`src/rtl/fb_scanout_arbiter_pkg.sv`:
```
// ----------------------------------------------------------------------------
// fb_scanout_arbiter_pkg
//   Shared VGA timing constants, the 12-bit colour type and the clear-engine
//   state encoding used by the framebuffer scanout arbiter.
//   No ports.
// ----------------------------------------------------------------------------
package fb_scanout_arbiter_pkg;

    // 640x480 @ 60 Hz horizontal timing, in pixel clocks
    localparam int HPIXELS = 640;
    localparam int HFP     = 16;
    localparam int HSPULSE = 96;
    localparam int HBP     = 48;
    localparam int WIDTH   = HPIXELS + HFP + HSPULSE + HBP;   // 800

    // Vertical timing, in lines
    localparam int VPIXELS = 480;
    localparam int VFP     = 10;
    localparam int VSPULSE = 2;
    localparam int VBP     = 33;
    localparam int HEIGHT  = VPIXELS + VFP + VSPULSE + VBP;   // 525

    typedef struct packed {
        logic [3:0] r;
        logic [3:0] g;
        logic [3:0] b;
    } color12_t;

    typedef enum logic [1:0] {
        IDLE    = 2'd0,
        WAIT_VB = 2'd1,
        CLEAR   = 2'd2
    } clr_state_t;

endpackage

```
`src/rtl/fb_scanout_arbiter_if.sv`:
```
// ----------------------------------------------------------------------------
// fb_scanout_arbiter_if
//   Bundles every non-clock signal of the scanout arbiter.
//   slave  : arbiter view (drives wr_ready, clear_busy, mem_*, pix_*, frame_start)
//   master : environment view (drives hc/vc, writer, clear request, mem_rdata)
//   hc_in/vc_in   vga counters            wr_*      writer valid/ready port
//   clear_*       clear engine control     mem_*     single RAM port
//   pix_*         colour to vga            frame_start  pulse at hc=0,vc=0
// ----------------------------------------------------------------------------
interface fb_scanout_arbiter_if #(
    parameter int ADDR_W = 15
);
    logic [9:0]        hc_in;
    logic [9:0]        vc_in;
    logic              wr_valid;
    logic [ADDR_W-1:0] wr_addr;
    logic [11:0]       wr_data;
    logic              wr_ready;
    logic              clear_req;
    logic [11:0]       clear_col;
    logic              clear_busy;
    logic              mem_en;
    logic              mem_we;
    logic [ADDR_W-1:0] mem_addr;
    logic [11:0]       mem_wdata;
    logic [11:0]       mem_rdata;
    logic [3:0]        pix_red;
    logic [3:0]        pix_green;
    logic [3:0]        pix_blue;
    logic              frame_start;

    modport slave (
        input  hc_in, vc_in, wr_valid, wr_addr, wr_data, clear_req, clear_col, mem_rdata,
        output wr_ready, clear_busy, mem_en, mem_we, mem_addr, mem_wdata,
               pix_red, pix_green, pix_blue, frame_start
    );

    modport master (
        output hc_in, vc_in, wr_valid, wr_addr, wr_data, clear_req, clear_col, mem_rdata,
        input  wr_ready, clear_busy, mem_en, mem_we, mem_addr, mem_wdata,
               pix_red, pix_green, pix_blue, frame_start
    );
endinterface

```
`src/rtl/fb_scanout_arbiter_lookahead.sv`:
```
// ----------------------------------------------------------------------------
// fb_scanout_arbiter_lookahead
//   Combinational position two pixel clocks ahead of the vga counters, with
//   line and frame wrap, plus a flag for "inside the visible 640x480 area".
//   i_hc, i_vc   current vga counters
//   o_hla, o_vla lookahead counters
//   o_visible    lookahead position is visible
// ----------------------------------------------------------------------------
module fb_scanout_arbiter_lookahead
    import fb_scanout_arbiter_pkg::*;
(
    input  logic [9:0] i_hc,
    input  logic [9:0] i_vc,
    output logic [9:0] o_hla,
    output logic [9:0] o_vla,
    output logic       o_visible
);

    logic [10:0] w_hsum;

    always_comb begin
        w_hsum = {1'b0, i_hc} + 11'd2;
        o_hla  = w_hsum[9:0];
        o_vla  = i_vc;
        if (w_hsum >= 11'(WIDTH)) begin
            o_hla = 10'(w_hsum - 11'(WIDTH));
            o_vla = (i_vc == 10'(HEIGHT - 1)) ? '0 : i_vc + 10'd1;
        end
        o_visible = (o_hla < 10'(HPIXELS)) && (o_vla < 10'(VPIXELS));
    end

endmodule

```
`src/rtl/fb_scanout_arbiter.sv`:
```
// ----------------------------------------------------------------------------
// fb_scanout_arbiter
//   Owns the single port of the synchronous framebuffer RAM. Scanout reads,
//   issued two clocks ahead of the vga counters, always win; remaining free
//   cycles go to the clear engine (when clearing) or to the graphics writer.
//   A read strobe's data is captured into the pixel register one clock later,
//   so the colour for screen pixel (x,y) is presented while hc=x, vc=y.
//   vgaclk   pixel clock            rst  asynchronous, active-high reset
//   bus      fb_scanout_arbiter_if slave modport (writer, clear, RAM, pixel)
// ----------------------------------------------------------------------------
module fb_scanout_arbiter
    import fb_scanout_arbiter_pkg::*;
#(
    parameter int FB_W   = 160,
    parameter int FB_H   = 120,
    parameter int SCALE  = 4,
    parameter int ADDR_W = 15
) (
    input  logic                 vgaclk,
    input  logic                 rst,
    fb_scanout_arbiter_if.slave  bus
);

    localparam int FB_N = FB_W * FB_H;

    logic [9:0]        w_hla;
    logic [9:0]        w_vla;
    logic              w_visible;
    logic              w_scan;
    logic [ADDR_W-1:0] w_scan_addr;
    logic              w_clr_write;
    logic              w_latch_col;

    clr_state_t        r_state;
    clr_state_t        w_next;
    logic [ADDR_W-1:0] r_ptr;
    logic [ADDR_W-1:0] w_ptr_next;
    color12_t          r_clr_col;
    logic              r_busy;
    logic              r_slot_d;
    logic [11:0]       r_pix;

    fb_scanout_arbiter_lookahead u_lookahead (
        .i_hc      (bus.hc_in),
        .i_vc      (bus.vc_in),
        .o_hla     (w_hla),
        .o_vla     (w_vla),
        .o_visible (w_visible)
    );

    // One read per framebuffer pixel: only the first screen column of each
    // SCALE-wide group fetches.
    assign w_scan      = w_visible && ((int'(w_hla) % SCALE) == 0);
    assign w_scan_addr = ADDR_W'((int'(w_vla) / SCALE) * FB_W + int'(w_hla) / SCALE);

    // RAM port mux. Held idle while rst is high so every output reads 0
    // the moment reset is applied, not only after the next edge.
    always_comb begin
        bus.mem_en    = 1'b0;
        bus.mem_we    = 1'b0;
        bus.mem_addr  = '0;
        bus.mem_wdata = '0;
        bus.wr_ready  = 1'b0;
        w_clr_write   = 1'b0;
        if (rst) begin
            bus.mem_en = 1'b0;
        end else if (w_scan) begin
            bus.mem_en   = 1'b1;
            bus.mem_addr = w_scan_addr;
        end else if (r_state == CLEAR) begin
            bus.mem_en    = 1'b1;
            bus.mem_we    = 1'b1;
            bus.mem_addr  = r_ptr;
            bus.mem_wdata = r_clr_col;
            w_clr_write   = 1'b1;
        end else begin
            bus.wr_ready = 1'b1;
            if (bus.wr_valid) begin
                bus.mem_en    = 1'b1;
                bus.mem_we    = 1'b1;
                bus.mem_addr  = bus.wr_addr;
                bus.mem_wdata = bus.wr_data;
            end
        end
    end

    // Clear engine next-state
    always_comb begin
        w_next      = r_state;
        w_ptr_next  = r_ptr;
        w_latch_col = 1'b0;
        case (r_state)
            IDLE: begin
                if (bus.clear_req) begin
                    w_next      = WAIT_VB;
                    w_latch_col = 1'b1;
                end
            end
            WAIT_VB: begin
                if (bus.vc_in >= 10'(VPIXELS)) begin
                    w_next     = CLEAR;
                    w_ptr_next = '0;
                end
            end
            CLEAR: begin
                if (w_clr_write) begin
                    if (r_ptr == ADDR_W'(FB_N - 1)) begin
                        w_next     = IDLE;
                        w_ptr_next = '0;
                    end else begin
                        w_ptr_next = r_ptr + 1'b1;
                    end
                end
            end
            default: w_next = IDLE;
        endcase
    end

    always_ff @(posedge vgaclk or posedge rst) begin
        if (rst) begin
            r_state   <= IDLE;
            r_ptr     <= '0;
            r_clr_col <= '0;
            r_busy    <= 1'b0;
            r_slot_d  <= 1'b0;
            r_pix     <= '0;
        end else begin
            r_state  <= w_next;
            r_ptr    <= w_ptr_next;
            // busy follows next state so it lines up with r_state
            r_busy   <= (w_next != IDLE);
            r_slot_d <= w_scan;
            if (w_latch_col) begin
                r_clr_col <= color12_t'(bus.clear_col);
            end
            if (r_slot_d) begin
                r_pix <= bus.mem_rdata;
            end
        end
    end

    assign bus.clear_busy  = r_busy;
    assign bus.pix_red     = r_pix[11:8];
    assign bus.pix_green   = r_pix[7:4];
    assign bus.pix_blue    = r_pix[3:0];
    assign bus.frame_start = !rst && (bus.hc_in == '0) && (bus.vc_in == '0);

endmodule

```
`src/flat_wrapper.sv`:
```
// flat-port wrapper written by rule: the top's interface ports become plain ports
module fb_scanout_arbiter_flat import fb_scanout_arbiter_pkg::*;
#(
    parameter int FB_W   = 160,
    parameter int FB_H   = 120,
    parameter int SCALE  = 4,
    parameter int ADDR_W = 15
)
  (vgaclk, rst, bus_hc_in, bus_vc_in, bus_wr_valid, bus_wr_addr, bus_wr_data, bus_clear_req, bus_clear_col, bus_mem_rdata, bus_wr_ready, bus_clear_busy, bus_mem_en, bus_mem_we, bus_mem_addr, bus_mem_wdata, bus_pix_red, bus_pix_green, bus_pix_blue, bus_frame_start);
  fb_scanout_arbiter_if #(.ADDR_W(ADDR_W)) bus_i ();
  input  logic vgaclk;
  input  logic rst;
  input wire logic [$bits(bus_i.hc_in)-1:0] bus_hc_in;
  input wire logic [$bits(bus_i.vc_in)-1:0] bus_vc_in;
  input wire logic [$bits(bus_i.wr_valid)-1:0] bus_wr_valid;
  input wire logic [$bits(bus_i.wr_addr)-1:0] bus_wr_addr;
  input wire logic [$bits(bus_i.wr_data)-1:0] bus_wr_data;
  input wire logic [$bits(bus_i.clear_req)-1:0] bus_clear_req;
  input wire logic [$bits(bus_i.clear_col)-1:0] bus_clear_col;
  input wire logic [$bits(bus_i.mem_rdata)-1:0] bus_mem_rdata;
  output wire logic [$bits(bus_i.wr_ready)-1:0] bus_wr_ready;
  output wire logic [$bits(bus_i.clear_busy)-1:0] bus_clear_busy;
  output wire logic [$bits(bus_i.mem_en)-1:0] bus_mem_en;
  output wire logic [$bits(bus_i.mem_we)-1:0] bus_mem_we;
  output wire logic [$bits(bus_i.mem_addr)-1:0] bus_mem_addr;
  output wire logic [$bits(bus_i.mem_wdata)-1:0] bus_mem_wdata;
  output wire logic [$bits(bus_i.pix_red)-1:0] bus_pix_red;
  output wire logic [$bits(bus_i.pix_green)-1:0] bus_pix_green;
  output wire logic [$bits(bus_i.pix_blue)-1:0] bus_pix_blue;
  output wire logic [$bits(bus_i.frame_start)-1:0] bus_frame_start;
  assign bus_i.hc_in = bus_hc_in;
  assign bus_i.vc_in = bus_vc_in;
  assign bus_i.wr_valid = bus_wr_valid;
  assign bus_i.wr_addr = bus_wr_addr;
  assign bus_i.wr_data = bus_wr_data;
  assign bus_i.clear_req = bus_clear_req;
  assign bus_i.clear_col = bus_clear_col;
  assign bus_i.mem_rdata = bus_mem_rdata;
  assign bus_wr_ready = bus_i.wr_ready;
  assign bus_clear_busy = bus_i.clear_busy;
  assign bus_mem_en = bus_i.mem_en;
  assign bus_mem_we = bus_i.mem_we;
  assign bus_mem_addr = bus_i.mem_addr;
  assign bus_mem_wdata = bus_i.mem_wdata;
  assign bus_pix_red = bus_i.pix_red;
  assign bus_pix_green = bus_i.pix_green;
  assign bus_pix_blue = bus_i.pix_blue;
  assign bus_frame_start = bus_i.frame_start;
  fb_scanout_arbiter #(.FB_W(FB_W), .FB_H(FB_H), .SCALE(SCALE), .ADDR_W(ADDR_W)) u_core (.vgaclk(vgaclk), .rst(rst), .bus(bus_i));
endmodule
```
`config.mk`:
```
export PLATFORM = sky130hd
export DESIGN_NAME = fb_scanout_arbiter_flat
export DESIGN_NICKNAME = d
export VERILOG_FILES = /design/src/rtl/fb_scanout_arbiter_pkg.sv /design/src/rtl/fb_scanout_arbiter_if.sv /design/src/rtl/fb_scanout_arbiter_lookahead.sv /design/src/rtl/fb_scanout_arbiter.sv /design/src/flat_wrapper.sv
export SDC_FILE = /design/constraint.sdc
export NUM_CORES = 1
export LEC_CHECK = 0
export ABC_CLOCK_PERIOD_IN_PS = 16200
export CORE_ASPECT_RATIO = 1.5
export CORE_MARGIN = 2
export CORE_UTILIZATION = 52
export CTS_CLUSTER_DIAMETER = 200
export DETAILED_ROUTE_END_ITERATION = 8
export PLACE_DENSITY = 0.88
export SLEW_MARGIN = 20
export SYNTH_ARGS = -nofsm -noshare
export SYNTH_HDL_FRONTEND = slang
export SYNTH_SLANG_ARGS = --single-unit
```
`constraint.sdc`:
```
create_clock -name vgaclk -period 16.2 [get_ports vgaclk]
set_clock_uncertainty 0.15 [all_clocks]
set_input_delay 3.24 -clock vgaclk [delete_from_list [all_inputs] [get_ports vgaclk]]
set_output_delay 3.24 -clock vgaclk [all_outputs]
set_load 0.005 [all_outputs]
```
==> out/metrics.yaml, run 1 <==
clock_tree:
  cts_sinks: 43
  h-tree-depth: 2
  cts_buffers: 5
  postCtsSetupBuffers: 0
  cts_tree: "built"
  cts_root_buffer: "clkbuf_16"
  cts_resized: 0
  path_clk_slew_ns: 0.06
  clock_latency_ns: 0.29
  cts.path.max_buffers: 2
  ctsHoldBuffers: 0
power:
  power_density_nw_per_um2: 88.26
  ir_worst_vdd_v: 0.00009901
  p_leak_nw: 2.072
synthesis:
  yosys-top-cells-count: "dfrtp_1 (43), nor2_1 (35), nand2_1 (32)"
  synth_area_leader_cell: "dfrtp_1"
  synth.yosys.warnings: 0
  yosysSeqAreaShare_pct: 26.97
  postSynthCellCount: 438
  yosys_register_bits: 43
  synth.top_cell.area_share_pct: 26.97
  synth-edff-count: 0
  yosys.cell_types.count: 75
  syn_area_sq_um: 3990
  async_flop_share_pct: 100.0
  synth_area_leaders: "dfrtp_1 (27%), mux2_2 (7.3%), ha_1 (6.9%), a221oi_2 (3.4%), nor2_1 (3.3%)"
  synthesis.nets: 537
  synth_most_common_cell: "dfrtp_1"
  synth.avg_cell_area_sq_um: 9.110
  synth_flop_cell: "dfrtp_1"
sta:
  setup_tns_ns: 0
  rsz0062_at_grt: "no"
  relSlewSlack_pct: 28.59
  finalSetupViolCount: 0
  hold_viol_final: 0
  fin_crit_ns: 12.38
  tightest_slew_ns: 1.068
  slew_violations: 0
  max_freq_mhz: 80.75
  min_period_over_period_pct: 76.44
  whs_ns: 0.3575
floorplan:
  start_util_pct: 53.10
  die_h_um: 111.3
  die-area_sq_um: 8404
  die_x_um: 75.52
  std_cell_rows: 39
  io-pin-count: 119
  coreArea_sq_um: 7515
global_route:
  grt_first_pass_wirelength_um: 18490
  overflow: 0
  grt_start_max_net_pins: 50
  track_usage_pct: 27.56
  antenna_found_initial: 0
  grt_pass1_vias: 3964
route:
  wl_per_cell_um: 17.49
  ant_nets: 0
  routed_wl_um: 11230
  vias_per_cell: 6.075
  vias: 3900
  drtIter0Drc: 136
  drc_errors: 0
  drtPass1Iterations: 4
final_layout:
  final_cell_area_sq_um: 5341
  area_delta_synth_final_pct: 33.87
  nFillCells: 603
  design.final.nets: 638
  diodes: 0
  drive_gt1_share_pct: 14.07
job:
  cap_violations: 0
worst_setup_path:
  worstSetupStartpointType: "input port"
  arrival_ns: 8.99
  required_ns: 12.81
  worstPathMaxFanout: 9
  cp-end-kind: "output pin"
  critPathKind: "input port to output pin"
place:
  routabilityCongestion: 0.8887
  hpwl_um: 8469
  portBuffers: 118
  detailed_place.area_sq_um: 5172
outcome:
  status: "finished clean"
min_path:
  hold_class: "flop to flop"
==> kinds of logic after synthesis <==
kind of cell | share of synthesized area [%]
muxes | 8.529
buffers and inverters | 5.895
xor gates and xnor gates | 5.707
DFF | 26.97
and+or+nand+nor | 18.66
adders and majority gates | 7.902
AOI/OAI and AO/OA | 26.34
==> worst max-delay path: stages <==
cell,delay (ns)
clkdlybuf4s50_1,0.63
ha_1,0.42
nand3_1,0.19
xor2_1,0.20
ha_1,0.32
nor2_1,0.12
nand2_1,0.06
o22a_1,0.27
o211ai_1,0.26
nand2_1,0.12
o31ai_1,0.48
ha_1,0.34
ha_1,0.21
inv_1,0.07
fa_1,0.46
nor3b_1,0.32
nand3b_1,0.16
nor3_1,0.21
xor2_1,0.13
a211oi_2,0.23
clkdlybuf4s50_1,0.55
==> stage by stage <==
stage	cells	total power [mW]	setup WS, ns	utilization (%)
final	642	0.4714	3.817	71.08
after global routing	642	0.5009	3.309	71.08
after CTS	642	0.4731	3.843	71.08
after detailed placement	634	0.3549	3.868	68.83
after global placement	634	0.3488	4.055	68.83
after floorplan	438	0.2742	5.630	-
==> final timing paths <==
| kind | startpoint | end | slack (ns) | cells past startpoint |
|---|---|---|---|---|
| worst max-delay path | bus_hc_in[1] | bus_mem_addr[14] | 3.82 | 21 |
| worst min-delay path | u_core.r_pix[2]$_DFFE_PP0P_ | u_core.r_pix[2]$_DFFE_PP0P_ | 0.36 | 1 |
| worst max register to register | u_core.r_ptr[0]$_DFFE_PP0P_ | u_core.r_ptr[14]$_DFFE_PP0P_ | 13.39 | 9 |
| worst min register to register | u_core.r_pix[2]$_DFFE_PP0P_ | u_core.r_pix[2]$_DFFE_PP0P_ | 0.36 | 1 |
| max in group asynchronous | rst | u_core.r_pix[11]$_DFFE_PP0P_ | 11.45 | 3 |
| min in group asynchronous | rst | u_core.r_ptr[10]$_DFFE_PP0P_ | 4.05 | 3 |
==> routing by layer <==
layer	vias to the layer above	GRT usage (%)	share of wire, %
met5	-	0	0
li1	1847	-	-
met1	1878	33.00	39
met2	148	48.12	53
met3	27	3.091	5.8
met4	0	11.23	2.7
==> power by group <==
part	switching [mW]	internal, mW
clock network	0.0420	0.0727
registers	0.0173	0.135
logic	0.102	0.103
total	0.161	0.310
==> state kept, by name (all words and copies together) (netlist names) <==
name,flops
u_core.r_ptr,15
u_core.r_state,2
u_core.r_clr_col,12
u_core.r_pix,12
u_core.r_slot_d,1
u_core.bus.clear_busy,1
==> cells in the final DEF (no fill, tap or decap), types with 4 or more instances in the layout <==
master,n
nor3_1,16
inv_1,17
dfrtp_1,43
mux2_2,26
and2_1,5
buf_4,4
nand4_1,4
xnor2_1,15
nand2_1,32
xor2_1,11
nand3_1,16
a32oi_1,4
clkdlybuf4s50_1,118
a211oi_2,10
o31ai_1,4
a21oi_1,20
ha_1,22
clkbuf_16,5
nor2_1,35
a221oi_2,9
a22oi_1,13
a221oi_1,5
o2bb2ai_1,6
a21o_1,7
o211ai_1,4
o21ai_0,9
nor4_1,6
o311ai_1,4
==> layout make-up <==
class	instances	area [sq um]	area share, %
flip-flops and latches	43	1076	20.15
repair buffers	122	1211	22.68
well taps	102	127.6	2.389
clock inverters	3	43.79	0.8199
clock buffers	5	125.1	2.342
multi-input cells	348	2681	50.20
inverters	19	76.32	1.429
No activity file was read; power rests on OpenSTA's default activity.
==> run 2, diff against run 1 <==
--- a/config.mk
+++ b/config.mk
@@ -5,13 +5,13 @@
 export SDC_FILE = /design/constraint.sdc
 export NUM_CORES = 1
 export LEC_CHECK = 0
-export ABC_CLOCK_PERIOD_IN_PS = 16200
+export ABC_CLOCK_PERIOD_IN_PS = 11300
 export CORE_ASPECT_RATIO = 1.5
 export CORE_MARGIN = 2
-export CORE_UTILIZATION = 52
+export CORE_UTILIZATION = 44
 export CTS_CLUSTER_DIAMETER = 200
 export DETAILED_ROUTE_END_ITERATION = 8
-export PLACE_DENSITY = 0.88
+export PLACE_DENSITY = 0.79
 export SLEW_MARGIN = 20
 export SYNTH_ARGS = -nofsm -noshare
 export SYNTH_HDL_FRONTEND = slang
==> constraint.sdc (replaced) <==
create_clock -name vgaclk -period 11.3 [get_ports vgaclk]
set_clock_uncertainty 0.15 [all_clocks]
set_input_delay 2.26 -clock vgaclk [delete_from_list [all_inputs] [get_ports vgaclk]]
set_output_delay 2.26 -clock vgaclk [all_outputs]
set_load 0.005 [all_outputs]
==> run 2 against run 1 <==
Compared with the run above: non-clock buffer count is the same; register-to-register slack lost 4.9 ns; clock-buffer cell count is the same; total power grew 43%; via count grew 0.85%; die area grew 17%; clock power grew 43%; largest power group unchanged.
==> out/metrics.yaml, run 2 (synthesized netlist as in run 1, its figures left out) <==
route:
  ant_nets: 0  # unchanged
  drc_errors: 0  # unchanged
  vias: 3933  # +0.85%
  wl_per_cell_um: 17.48  # about the same
  routed_wl_um: 11360  # +1.2%
  vias_per_cell: 6.051  # -0.40%
  drtIter0Drc: 221  # +63%
  drtPass1Iterations: 4  # unchanged
global_route:
  antenna_found_initial: 0  # unchanged
  grt_pass1_vias: 3961  # -0.076%
  grt_start_max_net_pins: 50  # unchanged
  track_usage_pct: 23.00  # -4.6 points
  grt_first_pass_wirelength_um: 18110  # -2.0%
  overflow: 0  # unchanged
final_layout:
  design.final.nets: 638  # unchanged
  largest_reg_flops: 15  # unchanged
  largest-register: "u_core.r_ptr"
  biggestRegsByFlops: "u_core.r_ptr (15), u_core.r_clr_col (12), u_core.r_pix (12)"
  layout_common_cells: "clkdlybuf4s50_1 (118), dfrtp_1 (43), nor2_1 (35)"
  final_cell_area_sq_um: 5351  # +0.19%
  layout_commonest_cell: "clkdlybuf4s50_1"
  drive_gt1_share_pct: 14.07  # unchanged
  diodes: 0  # unchanged
  area_delta_synth_final_pct: 34.12
clock_tree:
  cts_sinks: 43  # unchanged
  cts_root_buffer: "clkbuf_16"
  cts.path.max_buffers: 2  # unchanged
  path_clk_slew_ns: 0.06  # about the same
  cts_buffers: 5  # unchanged
  clock_latency_ns: 0.29  # about the same
  ctsHoldBuffers: 0  # unchanged
  postCtsSetupBuffers: 0  # unchanged
  h-tree-depth: 2  # unchanged
  cts_resized: 0  # unchanged
  cts_tree: "built"
worst_setup_path:
  critPathKind: "input port to output pin"
  worst-path-buf-inv: 3  # unchanged
  worstPathMaxFanout: 9  # unchanged
  arrival_ns: 7.97  # -1.02 ns
  cp-end-kind: "output pin"
  r2r_slack_ns: 8.50  # -4.89 ns
  slowest_stage: "clkdlybuf4s50_1"
  cp_slowest_stage_delay_ns: 0.65  # +0.02 ns
  cp_cell_sequence: "clkdlybuf4s50_1, ha_1, nand3_1, xor2_1, ha_1, nor2_1, nand2_1, o22a_1, o211ai_1, nand2_1, o31ai_1, ha_1, ha_1, inv_1, fa_1, nor3b_1, nand3b_1, nor3_1, xor2_1, a211oi_2, clkdlybuf4s50_1"
  required_ns: 8.89  # -3.92 ns
  critPathTopFamily: "adder cells"
  worstSetupStartpointType: "input port"
  cp_common_cell: "ha_1"
place:
  hpwl_um: 8612  # +1.7%
  routabilityCongestion: 0.9071  # +2.1%
  detailed_place.area_sq_um: 5182  # +0.19%
  portBuffers: 118  # unchanged
  place_ws_ns: 1.014  # -2.854 ns
job:
  cap_violations: 0  # unchanged
floorplan:
  std_cell_rows: 42  # +7.7%
  die_x_um: 81.76  # +8.3%
  coreArea_sq_um: 8828  # +17%
  die-area_sq_um: 9862  # +17%
  io-pin-count: 119  # unchanged
  die_h_um: 120.6  # +8.4%
  start_util_pct: 45.20  # -7.9 points
sta:
  fin_crit_ns: 10.38
  relSlewSlack_pct: 27.87  # -0.72 points
  hold_viol_final: 0  # unchanged
  setup_tns_ns: 0  # unchanged
  worst_slack_ns: 0.9210  # -2.896 ns
  max_freq_mhz: 96.35
  min_period_over_period_pct: 91.85
  rsz0062_at_grt: "no"
  finalSetupViolCount: 0  # unchanged
  tightest_slew_ns: 1.079  # +0.01072 ns
  slew_violations: 0  # unchanged
outcome:
  status: "finished clean"
power:
  p_leak_nw: 2.072  # unchanged
  power_density_nw_per_um2: 126.3  # +43%
  ir_worst_vdd_v: 0.0001444  # +46%
min_path:
  hold_class: "flop to flop"
run 2: cell counts in the layout (fill, tap and decap cells not counted):
Identical to the previous run, type by type.
run 2: final timing paths:
kind | start | end | cells after the start
worst max-delay path | bus_hc_in[1] | bus_mem_addr[14] | 21
worst min-delay path | u_core.r_pix[8]$_DFFE_PP0P_ | u_core.r_pix[8]$_DFFE_PP0P_ | 1
worst max register to register | u_core.r_ptr[0]$_DFFE_PP0P_ | u_core.r_ptr[14]$_DFFE_PP0P_ | 9
worst min register to register | u_core.r_pix[8]$_DFFE_PP0P_ | u_core.r_pix[8]$_DFFE_PP0P_ | 1
max in group asynchronous | rst | u_core.r_clr_col[9]$_DFFE_PP0P_ | 3
min in group asynchronous | rst | u_core.r_ptr[9]$_DFFE_PP0P_ | 3
run 2: area by class of cell:
type	instances	area, sq um
Clock buffer	5	125.1
Clock inverter	3	43.79
Fill cell	757	3477
Inverter	19	76.32
Multi-Input combinational cell	348	2681
Sequential cell	43	1076
Tap cell	110	137.6
Timing Repair Buffer	122	1211
run 2: metal layers:
layer / track usage, % / vias up / share of wire, %
li1: - / 1852 / -
met1: 27.17 / 1862 / 38
met2: 40.55 / 187 / 51
met3: 3.582 / 32 / 6.9
met4: 9.063 / 0 / 3.2
met5: 0 / - / 0
run 2: power by group:
part           internal [mW]  switching, mW
Sequential             0.193         0.0242
Clock                  0.104         0.0606
Combinational          0.147          0.146
Total                  0.445          0.231
run 2: metrics by stage:
step	utilization, %	power (mW)	std cells	hold slack (ns)
floorplan	-	0.3931	438	0.3299
global placement	58.70	0.5035	642	0.3389
detailed placement	58.70	0.5127	642	0.3453
CTS	60.62	0.6784	650	0.3596
global route	60.62	0.7138	650	0.3807
finish	60.62	0.6757	650	0.3578
==> run 3, diff against run 2 <==
--- a/config.mk
+++ b/config.mk
@@ -11,8 +11,8 @@
 export CORE_UTILIZATION = 44
 export CTS_CLUSTER_DIAMETER = 200
 export DETAILED_ROUTE_END_ITERATION = 8
-export PLACE_DENSITY = 0.79
-export SLEW_MARGIN = 20
+export PLACE_DENSITY = 0.78
+export SLEW_MARGIN = 5
 export SYNTH_ARGS = -nofsm -noshare
 export SYNTH_HDL_FRONTEND = slang
 export SYNTH_SLANG_ARGS = --single-unit
==> run 3 against run 2 <==
Compared with the run above: cell count up 0.15%; non-clock buffer count up 1; fmax down 0.31%; routed wire length down 1.9%; via count unchanged; die area unchanged; critical endpoint unchanged; largest power group unchanged.
==> out/metrics.yaml, run 3 (synthesized netlist as in run 1, its figures left out) <==
clock_tree:
  cts_sinks: 43  # unchanged
  path_clk_slew_ns: 0.06  # about the same
  cts_tree: "built"
  ctsHoldBuffers: 0  # unchanged
  h-tree-depth: 2  # unchanged
  cts_root_buffer: "clkbuf_16"
  postCtsSetupBuffers: 0  # unchanged
  clock_latency_ns: 0.28  # about the same
  cts_resized: 0  # unchanged
  cts_buffers: 5  # unchanged
  cts.path.max_buffers: 2  # unchanged
power:
  p_sw_share_pct: 34.07  # -0.14 points
  internal_power_mw: 0.4449  # about the same
  p_leak_nw: 2.076  # +0.23%
  clkPwrFrac_pct: 24.3  # about the same
  p_switching_mw: 0.2299  # -0.54%
  power_density_nw_per_um2: 125.9  # -0.28%
  ir_worst_vdd_v: 0.0001131  # -22%
  p_comb_share_pct: 43.3  # about the same
  p_seq_share_pct: 32.5  # +0.3 points
route:
  ant_nets: 0  # unchanged
  routed_wl_um: 11150  # -1.9%
  drc_errors: 0  # unchanged
  drtPass1Iterations: 5  # +1
  vias: 3933  # unchanged
  wl_per_cell_um: 17.13  # -2.0%
  vias_per_cell: 6.041  # -0.15%
  drtIter0Drc: 206  # -6.8%
sta:
  max_freq_mhz: 96.05  # -0.31%
  hold_viol_final: 0  # unchanged
  min_period_over_period_pct: 92.14  # +0.29 points
  tightest_slew_ns: 0.7089  # -0.3697 ns
  relSlewSlack_pct: 52.74  # +25 points
  finalSetupViolCount: 0  # unchanged
  setup_tns_ns: 0  # unchanged
  fin_crit_ns: 10.41  # +0.03274 ns
  slew_violations: 0  # unchanged
  rsz0062_at_grt: "no"
final_layout:
  regArea_sq_um: 1076  # unchanged
  multi_input_area_sq_um: 2681  # unchanged
  layout_common_cells: "clkdlybuf4s50_1 (118), dfrtp_1 (43), nor2_1 (35)"
  largest-register: "u_core.r_ptr"
  area_delta_synth_final_pct: 34.31
  largest_reg_flops: 15  # unchanged
  design.final.nets: 639  # +0.16%
  biggestRegsByFlops: "u_core.r_ptr (15), u_core.r_clr_col (12), u_core.r_pix (12)"
  layout_commonest_cell: "clkdlybuf4s50_1"
  diodes: 0  # unchanged
  drive_gt1_share_pct: 14.23  # +0.16 points
  post-route-util_pct: 60.70  # +0.085 points
  nFillCells: 779  # +2.9%
worst_setup_path:
  r2r_cells: 9  # unchanged
  cp-end-kind: "output pin"
  r2r_slack_ns: 8.50  # about the same
  worstPathMaxFanout: 9  # unchanged
  arrival_ns: 8.00  # +0.03 ns
  required_ns: 8.89  # about the same
  worstSetupStartpointType: "input port"
  critPathKind: "input port to output pin"
place:
  routabilityCongestion: 0.8845  # -2.5%
  portBuffers: 118  # unchanged
  hpwl_um: 8464  # -1.7%
min_path:
  hold_path_depth: 1  # unchanged
  hold_class: "flop to flop"
floorplan:
  die-area_sq_um: 9862  # unchanged
  die_h_um: 120.6  # unchanged
  coreArea_sq_um: 8828  # unchanged
  start_util_pct: 45.20  # unchanged
  die_x_um: 81.76  # unchanged
  io-pin-count: 119  # unchanged
  std_cell_rows: 42  # unchanged
global_route:
  track_usage_pct: 22.79  # -0.20 points
  busiest_layer: "met2"
  grt_pass1_vias: 3912  # -1.2%
  grt_use_met1_pct: 26.87  # -0.30 points
  grt_start_max_net_pins: 50  # unchanged
  grt_first_pass_wirelength_um: 18130  # about the same
  overflow: 0  # unchanged
  grt_use_met2_pct: 40.85  # +0.30 points
  antenna_found_initial: 0  # unchanged
  grt_util_met3_pct: 3.731  # +0.15 points
job:
  cap_violations: 0  # unchanged
outcome:
  status: "finished clean"
run 3: cell count changes in the layout (fill, tap and decap cells not counted), sizes merged:
cell / previous run / this run
buf: 4 / 5
run 3: worst max-delay path, cell delays in order:
cell and delay [ns]:
clkdlybuf4s50_1 0.65, ha_1 0.41, nand3_1 0.19, xor2_1 0.20
ha_1 0.32, nor2_1 0.12, nand2_1 0.06, o22a_1 0.27
o211ai_1 0.24, nand2_1 0.10, o31ai_1 0.47, ha_1 0.34
ha_1 0.22, inv_1 0.07, fa_1 0.46, nor3b_1 0.34
nand3b_1 0.16, nor3_1 0.21, xor2_1 0.13, a211oi_2 0.25
clkdlybuf4s50_1 0.55
run 3: path summary, 6_finish.rpt:
check | startpoint | end
min in group asynchronous | rst | u_core.r_ptr[9]$_DFFE_PP0P_
min | u_core.r_pix[0]$_DFFE_PP0P_ | u_core.r_pix[0]$_DFFE_PP0P_
max in group asynchronous | rst | u_core.r_pix[4]$_DFFE_PP0P_
max reg2reg | u_core.r_ptr[0]$_DFFE_PP0P_ | u_core.r_ptr[14]$_DFFE_PP0P_
max | bus_hc_in[1] | bus_mem_addr[14]
min reg2reg | u_core.r_pix[0]$_DFFE_PP0P_ | u_core.r_pix[0]$_DFFE_PP0P_
run 3: layer usage:
metal	vias to the layer above	routed length, um	part of all wire, %
li1	1845	-	-
met1	1891	4207	38
met2	176	5895	53
met3	21	800	7.2
met4	0	245	2.2
met5	-	0	0
run 3: cell type report:
| class | instances | area share, % |
|---|---|---|
| repair buffers | 123 | 22.74 |
| flip-flops and latches | 43 | 20.08 |
| well taps | 110 | 2.568 |
| clock inverters | 3 | 0.8172 |
| multi-input cells | 348 | 50.03 |
| clock buffers | 5 | 2.335 |
| inverters | 19 | 1.424 |
run 3: stage by stage:
step	cells	hold WS [ns]	power (mW)	instance area, sq um	worst slack [ns]
5_1_grt	651	0.3766	0.7150	5359	0.5126
2_1_floorplan	438	0.3299	0.3931	3990	2.690
4_1_cts	651	0.3598	0.6782	5359	0.8904
3_3_place_gp	643	0.3383	0.5031	5190	1.115
3_5_place_dp	643	0.3451	0.5113	5190	0.9594
6_report	651	0.3579	0.6748	5359	0.8883
run 3: power by group through the flow:
stage	registers (mW)	clock network, mW	logic, mW
2_1_floorplan	0.214	0	0.179
3_3_place_gp	0.218	0	0.285
3_5_place_dp	0.220	0	0.291
4_1_cts	0.219	0.167	0.293
5_1_grt	0.224	0.172	0.319
6_report	0.219	0.164	0.292
